--- src/rtl/mem_port_arbiter.sv ---
// Round-robin arbiter sharing one single-port memory between the core (C) and loader (D).
// Latency: ack LAT+1 edges after grant; backpressure: requests hold until ack, losers wait in IDLE.
module mem_port_arbiter #(
  parameter int AW  = 32,
  parameter int DW  = 32,
  parameter int LAT = 2
) (
  input  logic          clk,
  input  logic          rst_n,
  input  logic          c_req,
  input  logic          c_we,
  input  logic [AW-1:0] c_addr,
  input  logic [DW-1:0] c_wdata,
  output logic          c_ack,
  output logic [DW-1:0] c_rdata,
  input  logic          d_req,
  input  logic          d_we,
  input  logic [AW-1:0] d_addr,
  input  logic [DW-1:0] d_wdata,
  output logic          d_ack,
  output logic [DW-1:0] d_rdata,
  output logic          mem_en,
  output logic          mem_we,
  output logic [AW-1:0] mem_addr,
  output logic [DW-1:0] mem_wdata,
  input  logic [DW-1:0] mem_rdata,
  output logic          busy,
  output logic          grant_id,
  output logic [15:0]   c_wait_cnt
);

  localparam int CW = (LAT > 1) ? $clog2(LAT) : 1;

  typedef enum logic [1:0] {IDLE, ACCESS, RESP} state_t;

  state_t          r_state;
  logic [CW-1:0]   r_cnt;

  logic w_any_req;
  logic w_pick_d;
  logic w_core_owns;
  logic w_wait_inc;

  // On contention the port that did not own the last transaction wins.
  assign w_any_req   = c_req | d_req;
  assign w_pick_d    = d_req & (~c_req | ~grant_id);
  assign w_core_owns = (r_state != IDLE) & ~grant_id;
  assign w_wait_inc  = c_req & ~w_core_owns & (c_wait_cnt != 16'hFFFF);

  always_ff @(posedge clk or negedge rst_n) begin
    if (!rst_n) begin
      r_state    <= IDLE;
      r_cnt      <= '0;
      c_ack      <= 1'b0;
      d_ack      <= 1'b0;
      c_rdata    <= '0;
      d_rdata    <= '0;
      mem_en     <= 1'b0;
      mem_we     <= 1'b0;
      mem_addr   <= '0;
      mem_wdata  <= '0;
      busy       <= 1'b0;
      grant_id   <= 1'b1;
      c_wait_cnt <= '0;
    end else begin
      c_ack <= 1'b0;
      d_ack <= 1'b0;
      if (w_wait_inc) c_wait_cnt <= c_wait_cnt + 16'd1;

      case (r_state)
        IDLE: begin
          if (w_any_req) begin
            grant_id  <= w_pick_d;
            mem_en    <= 1'b1;
            busy      <= 1'b1;
            mem_we    <= w_pick_d ? d_we    : c_we;
            mem_addr  <= w_pick_d ? d_addr  : c_addr;
            mem_wdata <= w_pick_d ? d_wdata : c_wdata;
            r_cnt     <= CW'(LAT - 1);
            r_state   <= ACCESS;
          end
        end
        ACCESS: begin
          // Write strobe lives only in the first access cycle.
          mem_we <= 1'b0;
          if (r_cnt == '0) begin
            if (grant_id) begin
              d_rdata <= mem_rdata;
              d_ack   <= 1'b1;
            end else begin
              c_rdata <= mem_rdata;
              c_ack   <= 1'b1;
            end
            mem_en  <= 1'b0;
            r_state <= RESP;
          end else begin
            r_cnt <= r_cnt - 1'b1;
          end
        end
        RESP: begin
          busy    <= 1'b0;
          r_state <= IDLE;
        end
        default: r_state <= IDLE;
      endcase
    end
  end

endmodule

--- config.mk ---
export PLATFORM = sky130hd
export DESIGN_NAME = mem_port_arbiter
export DESIGN_NICKNAME = d
export VERILOG_FILES = /design/src/rtl/mem_port_arbiter.sv
export SDC_FILE = /design/constraint.sdc
export NUM_CORES = 1
export LEC_CHECK = 0
export ABC_AREA = 1
export CORE_UTILIZATION = 32
export DETAILED_ROUTE_END_ITERATION = 12
export SYNTH_ARGS = -nofsm -noshare
export SYNTH_HDL_FRONTEND = slang
export SYNTH_SLANG_ARGS = --single-unit
--- constraint.sdc ---
create_clock -name clk -period 2.2 [get_ports clk]
set_clock_uncertainty 0.15 [all_clocks]
set_input_delay 0.44 -clock clk [delete_from_list [all_inputs] [get_ports clk]]
set_output_delay 0.44 -clock clk [all_outputs]
set_load 0.005 [all_outputs]
==> impl_metrics.sql, run 1 <==
INSERT INTO impl_metrics (metric_group, metric, value, unit) VALUES
('critical_path', 'capture_instance_of_the_worst_register_to_register_path', 'c_wait_cnt[10]$_DFFE_PN0P_', ''),
('clock_tree', 'clk_path_buf_depth', '2', ''),
('yosys', 'synth.cell_area', '6860', 'um2'),
('yosys', 'ys_top_cells_by_area', 'sky130_fd_sc_hd__dfrtp_1 55%, sky130_fd_sc_hd__nand2_1 11%, sky130_fd_sc_hd__o21ai_1 6.3%, sky130_fd_sc_hd__o21ai_2 6.1%, sky130_fd_sc_hd__o21ai_0 5.6%', ''),
('critical_path', 'critPathLaunchType', 'register', ''),
('sta', 'grt_setup_unrepaired', 'false', ''),
('floorplanning', 'die_w', '148', 'um'),
('min_path', 'worst_hold_path_type', 'reg -> reg', ''),
('place', 'finalWeightedCongestion', '0.804', ''),
('floorplanning', 'core_area', '21000', 'um2'),
('global_routing', 'grt_start_max_net_pins', '72', ''),
('cells_and_area', 'flow.area_growth_from_synthesis', '59.8', '%'),
('sta', 'fin_setup_tns', '0', 'ns'),
('clock_tree', 'resized_gates_after_cts', '0', ''),
('floorplanning', 'initial_utilization', '0.327', ''),
('power_and_ir_drop', 'power.static_leakage', '4.79', 'nW'),
('yosys', 'synth-seq-cells', '153', ''),
('routing', 'vias', '6137', ''),
('sta', 'finalMaxSlewViolations', '0', ''),
('sta', 'fmax', '468', 'MHz'),
('clock_tree', 'clkSlewWorstSetupHoldPaths', '0.06', 'ns'),
('global_routing', 'gr-usage-all-layers', '0.193', ''),
('run', 'max-cap-violations', '0', ''),
('yosys', 'synth_cells', '773', ''),
('routing', 'drc', '0', ''),
('global_routing', 'first_global_vias', '6024', ''),
('critical_path', 'cpPeakStageDelay', '0.61', 'ns'),
('clock_tree', 'cts_tree', 'built', ''),
('critical_path', 'worst-endpoint-arrival', '1.55', 'ns'),
('routing', 'post_drt_wl_per_cell', '15.2', 'um'),
('place', 'detailed_place_hpwl', '15300', 'um'),
('yosys', 'synthesis.area_per_instance', '8.88', 'um2'),
('yosys', 'post-synth-top-area-cell', 'sky130_fd_sc_hd__dfrtp_1', ''),
('global_routing', 'number_of_antenna_violations_at_the_first_check_in_global_routing', '0', ''),
('place', 'portBuffers', '315', ''),
('cells_and_area', 'final_cell_mix', '314 x sky130_fd_sc_hd__clkdlybuf4s50_1, 193 x sky130_fd_sc_hd__nand2_1, 152 x sky130_fd_sc_hd__dfrtp_1, 86 x sky130_fd_sc_hd__o21ai_1, 81 x sky130_fd_sc_hd__nor2_1', ''),
('global_routing', 'grt_pass1_wl', '32600', 'um'),
('place', 'dp_slack', '0.0546', 'ns'),
('critical_path', 'critPathRequiredTime', '1.61', 'ns'),
('routing', 'firstDrtPassIters', '4', ''),
('yosys', 'synth_largest_type_area_fraction', '0.554', ''),
('min_path', 'min_delay_worst_endpoint', 'busy$_DFFE_PN0P_', ''),
('sta', 'worst_slack', '0.0622', 'ns'),
('routing', 'vias_per_cell', '4.48', ''),
('yosys', 'yosysUniqueCellTypes', '26', ''),
('yosys', 'yosysWarnings', '0', ''),
('sta', 'final.min_clock_period', '2.14', 'ns'),
('clock_tree', 'numCtsBuffers', '17', ''),
('clock_tree', 'post_cts_buffers', '0', ''),
('cells_and_area', 'layout-drive-gt1-share', '0.110', ''),
('critical_path', 'critPathTopFamily', 'flip-flops', ''),
('sta', 'timing.final.hold_violations', '0', ''),
('yosys', 'yosys_most_used_dff', 'sky130_fd_sc_hd__dfrtp_1', ''),
('clock_tree', 'clock_sink_count', '153', ''),
('min_path', 'holdPathStages', '2', ''),
('floorplanning', 'num_io_pins', '316', ''),
('cells_and_area', 'fin_util', '0.522', ''),
('critical_path', 'crit-reg2reg-launch', 'c_wait_cnt[0]$_DFFE_PN0P_', ''),
('outcome', 'run_status', 'completed', ''),
('yosys', 'ys_async_sr_fraction', '1.00', ''),
('min_path', 'hold_path.startpoint', 'busy$_DFFE_PN0P_', ''),
('power_and_ir_drop', 'powerDensity', '1340', 'nW/um2'),
('critical_path', 'reg2reg_slack', '0.39', 'ns'),
('cells_and_area', 'number_of_inserted_diodes', '0', ''),
('critical_path', 'crit_path_cell_trace', 'clkdlybuf4s50_1', ''),
('critical_path', 'critical_path_class', 'reg -> out', ''),
('power_and_ir_drop', 'worst_ir_drop_vdd', '1220', 'uV'),
('routing', 'drtAntennaViolNets', '0', ''),
('cells_and_area', 'final_common_cell', 'sky130_fd_sc_hd__clkdlybuf4s50_1', ''),
('yosys', 'synthesis.nets', '940', ''),
('routing', 'detail_route.iter0.violations', '232', '');
-- worst max path at each step --
stage,startpoint,to,cells after the start
after floorplan,c_wait_cnt[0]$_DFFE_PN0P_,c_wait_cnt[13]$_DFFE_PN0P_,9
after global placement,c_req,mem_addr[16]$_DFFE_PN0P_,6
after detailed placement,c_req,mem_addr[16]$_DFFE_PN0P_,6
after CTS,grant_id$_DFFE_PN1P_,grant_id,1
after global routing,grant_id$_DFFE_PN1P_,grant_id,1
final,grant_id$_DFFE_PN1P_,grant_id,1
-- stage by stage --
step	area, um2	std cells	power [mW]	hold slack, ns
after floorplan	6860	773	7.84	-0.00559
after global placement	10300	1339	11.6	0.259
after detailed placement	10300	1339	11.7	0.257
after CTS	11000	1371	14.9	0.331
after global routing	11000	1371	15.7	0.347
final	11000	1371	14.7	0.329
-- flip-flops by register name, summed over array words and instances, names as in the netlist, 2 cells and up --
register    count
c_rdata        32
d_rdata        32
mem_addr       32
mem_wdata      32
c_wait_cnt     16
r_state         2
-- logic make-up (layout without fill, tap and decap cells) --
family | after synthesis | in the layout | synth area share
buffers and inverters | 98 | 421 | 0.0727
AO/OA/AOI/OAI | 212 | 212 | 0.182
AND/OR/NAND/NOR | 304 | 304 | 0.179
adder cells (fa/ha/maj) | 1 | 1 | 0.00182
XOR/XNOR | 5 | 5 | 0.00638
flip-flops | 153 | 153 | 0.558
-- synth_stat cells (5+ instances only) --
| library cell | n |
|---|---|
| sky130_fd_sc_hd__nand2_1 | 196 |
| sky130_fd_sc_hd__dfrtp_1 | 152 |
| sky130_fd_sc_hd__o21ai_1 | 86 |
| sky130_fd_sc_hd__nor2_1 | 81 |
| sky130_fd_sc_hd__o21ai_0 | 77 |
| sky130_fd_sc_hd__inv_1 | 50 |
| sky130_fd_sc_hd__o21ai_2 | 48 |
| sky130_fd_sc_hd__clkbuf_1 | 15 |
| sky130_fd_sc_hd__buf_6 | 14 |
| sky130_fd_sc_hd__nand3_1 | 10 |
| sky130_fd_sc_hd__buf_2 | 9 |
| sky130_fd_sc_hd__inv_2 | 5 |
-- worst reg2reg max path: stages, from the launching register on --
cell and delay (ns):
sky130_fd_sc_hd__dfrtp_1 0.46, sky130_fd_sc_hd__ha_1 0.30, sky130_fd_sc_hd__nand3_2 0.14, sky130_fd_sc_hd__inv_2 0.12, sky130_fd_sc_hd__nand2_4 0.07, sky130_fd_sc_hd__nor2_4 0.12
sky130_fd_sc_hd__nor2_4 0.04, sky130_fd_sc_hd__buf_12 0.16, sky130_fd_sc_hd__nand2_1 0.09, sky130_fd_sc_hd__o21ai_2 0.05
-- timing repair --
action,CTS,global route
endpoints found under the hold margin,40,0
hold buffers,1,0
setup endpoints to repair,0,0
-- layout make-up --
cell class	count	area, um2
clock buffer	17	425
clock inverter	14	209
fill	1973	10000
inverter	55	206
multi-input combinational	522	2550
sequential	153	3830
tap	275	344
timing repair buffer	335	3410
-- where the power goes --
part / switching (mW) / internal [mW] / total, mW
Sequential: 0.817 / 4.18 / 4.99
Clock: 1.26 / 1.93 / 3.18
Combinational: 2.89 / 3.63 / 6.52
-- routing by layer --
| layer | part of all wire | vias up | GRT usage |
|---|---|---|---|
| met5 | 0 | - | 0 |
| met4 | 0.013 | 0 | 0.0521 |
| met3 | 0.083 | 15 | 0.0699 |
| met2 | 0.48 | 224 | 0.319 |
| met1 | 0.42 | 2775 | 0.236 |
| li1 | - | 3123 | - |
Note: power is estimated with default switching activity, not from simulation.
==> run 2, diff against run 1 <==
- CORE_MARGIN: not set -> 2
==> run 2 against run 1 <==
Core utilization barely moved. Global-route usage fell by 0.63 points. Die area rose by 2.7%. Total power decreased by 0.54%. Sequential power hardly changed. Clock-buffer cell count rose by 4. Register-to-register slack about the same. Critical path type unchanged. Critical endpoint unchanged. Largest power group unchanged.
==> impl_metrics.sql, run 2 (synthesis results as in run 1) <==
INSERT INTO impl_metrics (metric_group, metric, value, unit) VALUES
('critical_path', 'critPathTopFamily', 'flip-flops', ''),
('clock_tree', 'worstSkewPairLatency', '0.42', 'ns'),
('place', 'portBuffers', '315', ''),
('cells_and_area', 'layout-drive-gt1-share', '0.110', ''),
('critical_path', 'critPathBufInv', '1', ''),
('cells_and_area', 'final_net_count', '1251', ''),
('routing', 'drtAntennaViolNets', '0', ''),
('power_and_ir_drop', 'powerDensity', '1330', 'nW/um2'),
('sta', 'fin_setup_tns', '0', 'ns'),
('cells_and_area', 'final_common_cell', 'sky130_fd_sc_hd__clkdlybuf4s50_1', ''),
('clock_tree', 'numCtsBuffers', '17', ''),
('routing', 'post_drt_wl_per_cell', '15.4', 'um'),
('global_routing', 'grt_pass1_wl', '32600', 'um'),
('sta', 'timing.final.hold_violations', '0', ''),
('critical_path', 'worst-r2r-cell-count', '9', ''),
('power_and_ir_drop', 'worst_ir_drop_vdd', '575', 'uV'),
('power_and_ir_drop', 'swShare', '0.340', ''),
('cells_and_area', 'number_of_inserted_diodes', '0', ''),
('run', 'max-cap-violations', '0', ''),
('routing', 'vias', '6241', ''),
('floorplanning', 'dieHeight', '150', 'um'),
('clock_tree', 'cts_tree', 'built', ''),
('sta', 'report.final.setup_viol', '0', ''),
('min_path', 'holdPathStages', '2', ''),
('sta', 'final.min_clock_period', '2.09', 'ns'),
('clock_tree', 'clkSlewWorstSetupHoldPaths', '0.06', 'ns'),
('critical_path', 'timing.critical_path.fanout_max', '2', ''),
('critical_path', 'critical_path_class', 'reg -> out', ''),
('clock_tree', 'clk_path_buf_depth', '2', ''),
('global_routing', 'grt_start_max_net_pins', '67', ''),
('critical_path', 'critPathLaunchType', 'register', ''),
('global_routing', 'gr-total-overflow', '0', ''),
('sta', 'fmax', '479', 'MHz'),
('routing', 'firstDrtPassIters', '4', ''),
('floorplanning', 'num_io_pins', '316', ''),
('clock_tree', 'cts.htree.levels', '4', ''),
('critical_path', 'slowest_stage', 'sky130_fd_sc_hd__dfstp_2', ''),
('clock_tree', 'cts_root_buf', 'sky130_fd_sc_hd__clkbuf_16', ''),
('cells_and_area', 'flow.area_growth_from_synthesis', '59.8', '%'),
('outcome', 'run_status', 'completed', ''),
('global_routing', 'number_of_antenna_violations_at_the_first_check_in_global_routing', '1', ''),
('sta', 'slew-limit-headroom', '0.727', ''),
('place', 'finalWeightedCongestion', '0.800', ''),
('floorplanning', 'initial_utilization', '0.327', ''),
('power_and_ir_drop', 'clk_network_pwr_share', '0.207', ''),
('critical_path', 'path_depth', '1', ''),
('global_routing', 'gr-usage-all-layers', '0.187', ''),
('power_and_ir_drop', 'cell_internal_pwr', '9.65', 'mW'),
('floorplanning', 'die_w', '150', 'um'),
('clock_tree', 'clock_sink_count', '153', ''),
('critical_path', 'worst-endpoint-arrival', '1.50', 'ns'),
('power_and_ir_drop', 'power.static_leakage', '4.79', 'nW'),
('floorplanning', 'die_area', '22600', 'um2'),
('critical_path', 'cpPeakStageDelay', '0.56', 'ns'),
('min_path', 'worst_hold_path_type', 'reg -> reg', ''),
('clock_tree', 'resized_gates_after_cts', '0', ''),
('place', 'detailed_place_hpwl', '15500', 'um'),
('global_routing', 'first_global_vias', '6069', ''),
('power_and_ir_drop', 'p_seq_frac', '0.340', ''),
('critical_path', 'critPathRequiredTime', '1.61', 'ns'),
('sta', 'grt_setup_unrepaired', 'false', ''),
('sta', 'worstMarginPinSlew', '0.410', 'ns'),
('sta', 'finalMaxSlewViolations', '0', ''),
('routing', 'vias_per_cell', '4.55', ''),
('routing', 'drt-total-wl', '21200', 'um'),
('routing', 'detail_route.iter0.violations', '302', ''),
('power_and_ir_drop', 'power_switching', '4.97', 'mW'),
('floorplanning', 'core_area', '21000', 'um2'),
('power_and_ir_drop', 'power_frac_comb', '0.453', ''),
('cells_and_area', 'final_cell_mix', '314 x sky130_fd_sc_hd__clkdlybuf4s50_1, 193 x sky130_fd_sc_hd__nand2_1, 152 x sky130_fd_sc_hd__dfrtp_1, 86 x sky130_fd_sc_hd__o21ai_1, 81 x sky130_fd_sc_hd__nor2_1', ''),
('critical_path', 'end_kind', 'primary output', ''),
('routing', 'drc', '0', ''),
('cells_and_area', 'fill_cells', '1959', ''),
('sta', 'final_min_period_over_clock_period', '0.948', ''),
('critical_path', 'crit_path_cell_trace', 'clkdlybuf4s50_1', ''),
('sta', 'hold_ws', '0.327', 'ns'),
('floorplanning', 'fp-row-count', '53', '');
[run 2: cell types whose count changed in the layout (fill, tap and decap cells not counted), sizes merged]
| cell | previous run | this run |
|---|---|---|
| bufinv | 4 | 2 |
| clkbuf | 17 | 21 |
| clkinv | 2 | 4 |
| inv | 62 | 59 |
[run 2: final timing paths]
check | from | slack (ns) | end
min in group asynchronous | rst_n | 0.38 | d_rdata[27]$_DFFE_PN0P_
setup / recovery | grant_id$_DFFE_PN1P_ | 0.11 | grant_id
hold / removal | c_rdata[18]$_DFFE_PN0P_ | 0.33 | c_rdata[18]$_DFFE_PN0P_
setup reg to reg | c_wait_cnt[0]$_DFFE_PN0P_ | 0.40 | c_wait_cnt[3]$_DFFE_PN0P_
hold reg to reg | c_rdata[18]$_DFFE_PN0P_ | 0.33 | c_rdata[18]$_DFFE_PN0P_
max in group asynchronous | rst_n | 0.85 | d_rdata[26]$_DFFE_PN0P_
[run 2: power groups by stage]
stage / Clock, mW / Combinational [mW] / Sequential, mW
floorplan: 0 / 2.78 / 5.06
global placement: 0 / 6.66 / 5.00
detailed placement: 0 / 6.72 / 5.02
CTS: 3.11 / 6.76 / 4.99
global route: 3.21 / 7.32 / 5.15
finish: 3.02 / 6.62 / 4.97
[run 2: layout make-up]
| cell class | count | area [um2] | area share |
|---|---|---|---|
| Sequential cell | 153 | 3830 | 0.349 |
| Multi-Input combinational cell | 522 | 2550 | 0.233 |
| Inverter | 55 | 206 | 0.0188 |
| Timing Repair Buffer | 335 | 3430 | 0.313 |
| Tap cell | 275 | 344 | 0.0314 |
| Clock inverter | 11 | 134 | 0.0122 |
| Clock buffer | 21 | 470 | 0.0429 |
[run 2: metal layers]
metal / GRT usage / vias to the layer above / wire [um]
li1: - / 3120 / -
met1: 0.227 / 2855 / 8600
met2: 0.300 / 232 / 9980
met3: 0.0688 / 34 / 2010
met4: 0.0755 / 0 / 572
met5: 0 / - / 0
[run 2: through the flow]
step | instance area, um2 | total power [mW] | utilization | setup WS [ns] | std cells
6_report | 11000 | 14.6 | 0.522 | 0.113 | 1372
5_1_grt | 11000 | 15.7 | 0.522 | 0.0709 | 1372
4_1_cts | 11000 | 14.9 | 0.522 | 0.0854 | 1372
3_5_place_dp | 10300 | 11.7 | 0.492 | 0.164 | 1338
3_3_place_gp | 10300 | 11.7 | 0.492 | 0.191 | 1338
2_1_floorplan | 6860 | 7.84 | - | 0.569 | 773
[run 2: what timing repair did]
| action | in CTS | in global routing |
|---|---|---|
| hold buffers | 1 | 0 |
| buffers inserted | 1 | 0 |
| setup endpoints to repair | 1 | 0 |
| endpoints found under the hold margin | 36 | 0 |
==> run 3, diff against run 2 <==
- CAP_MARGIN: not set -> 10
==> results of run 3 <==
Final layout, timing and power as in run 2 (identical DEF).
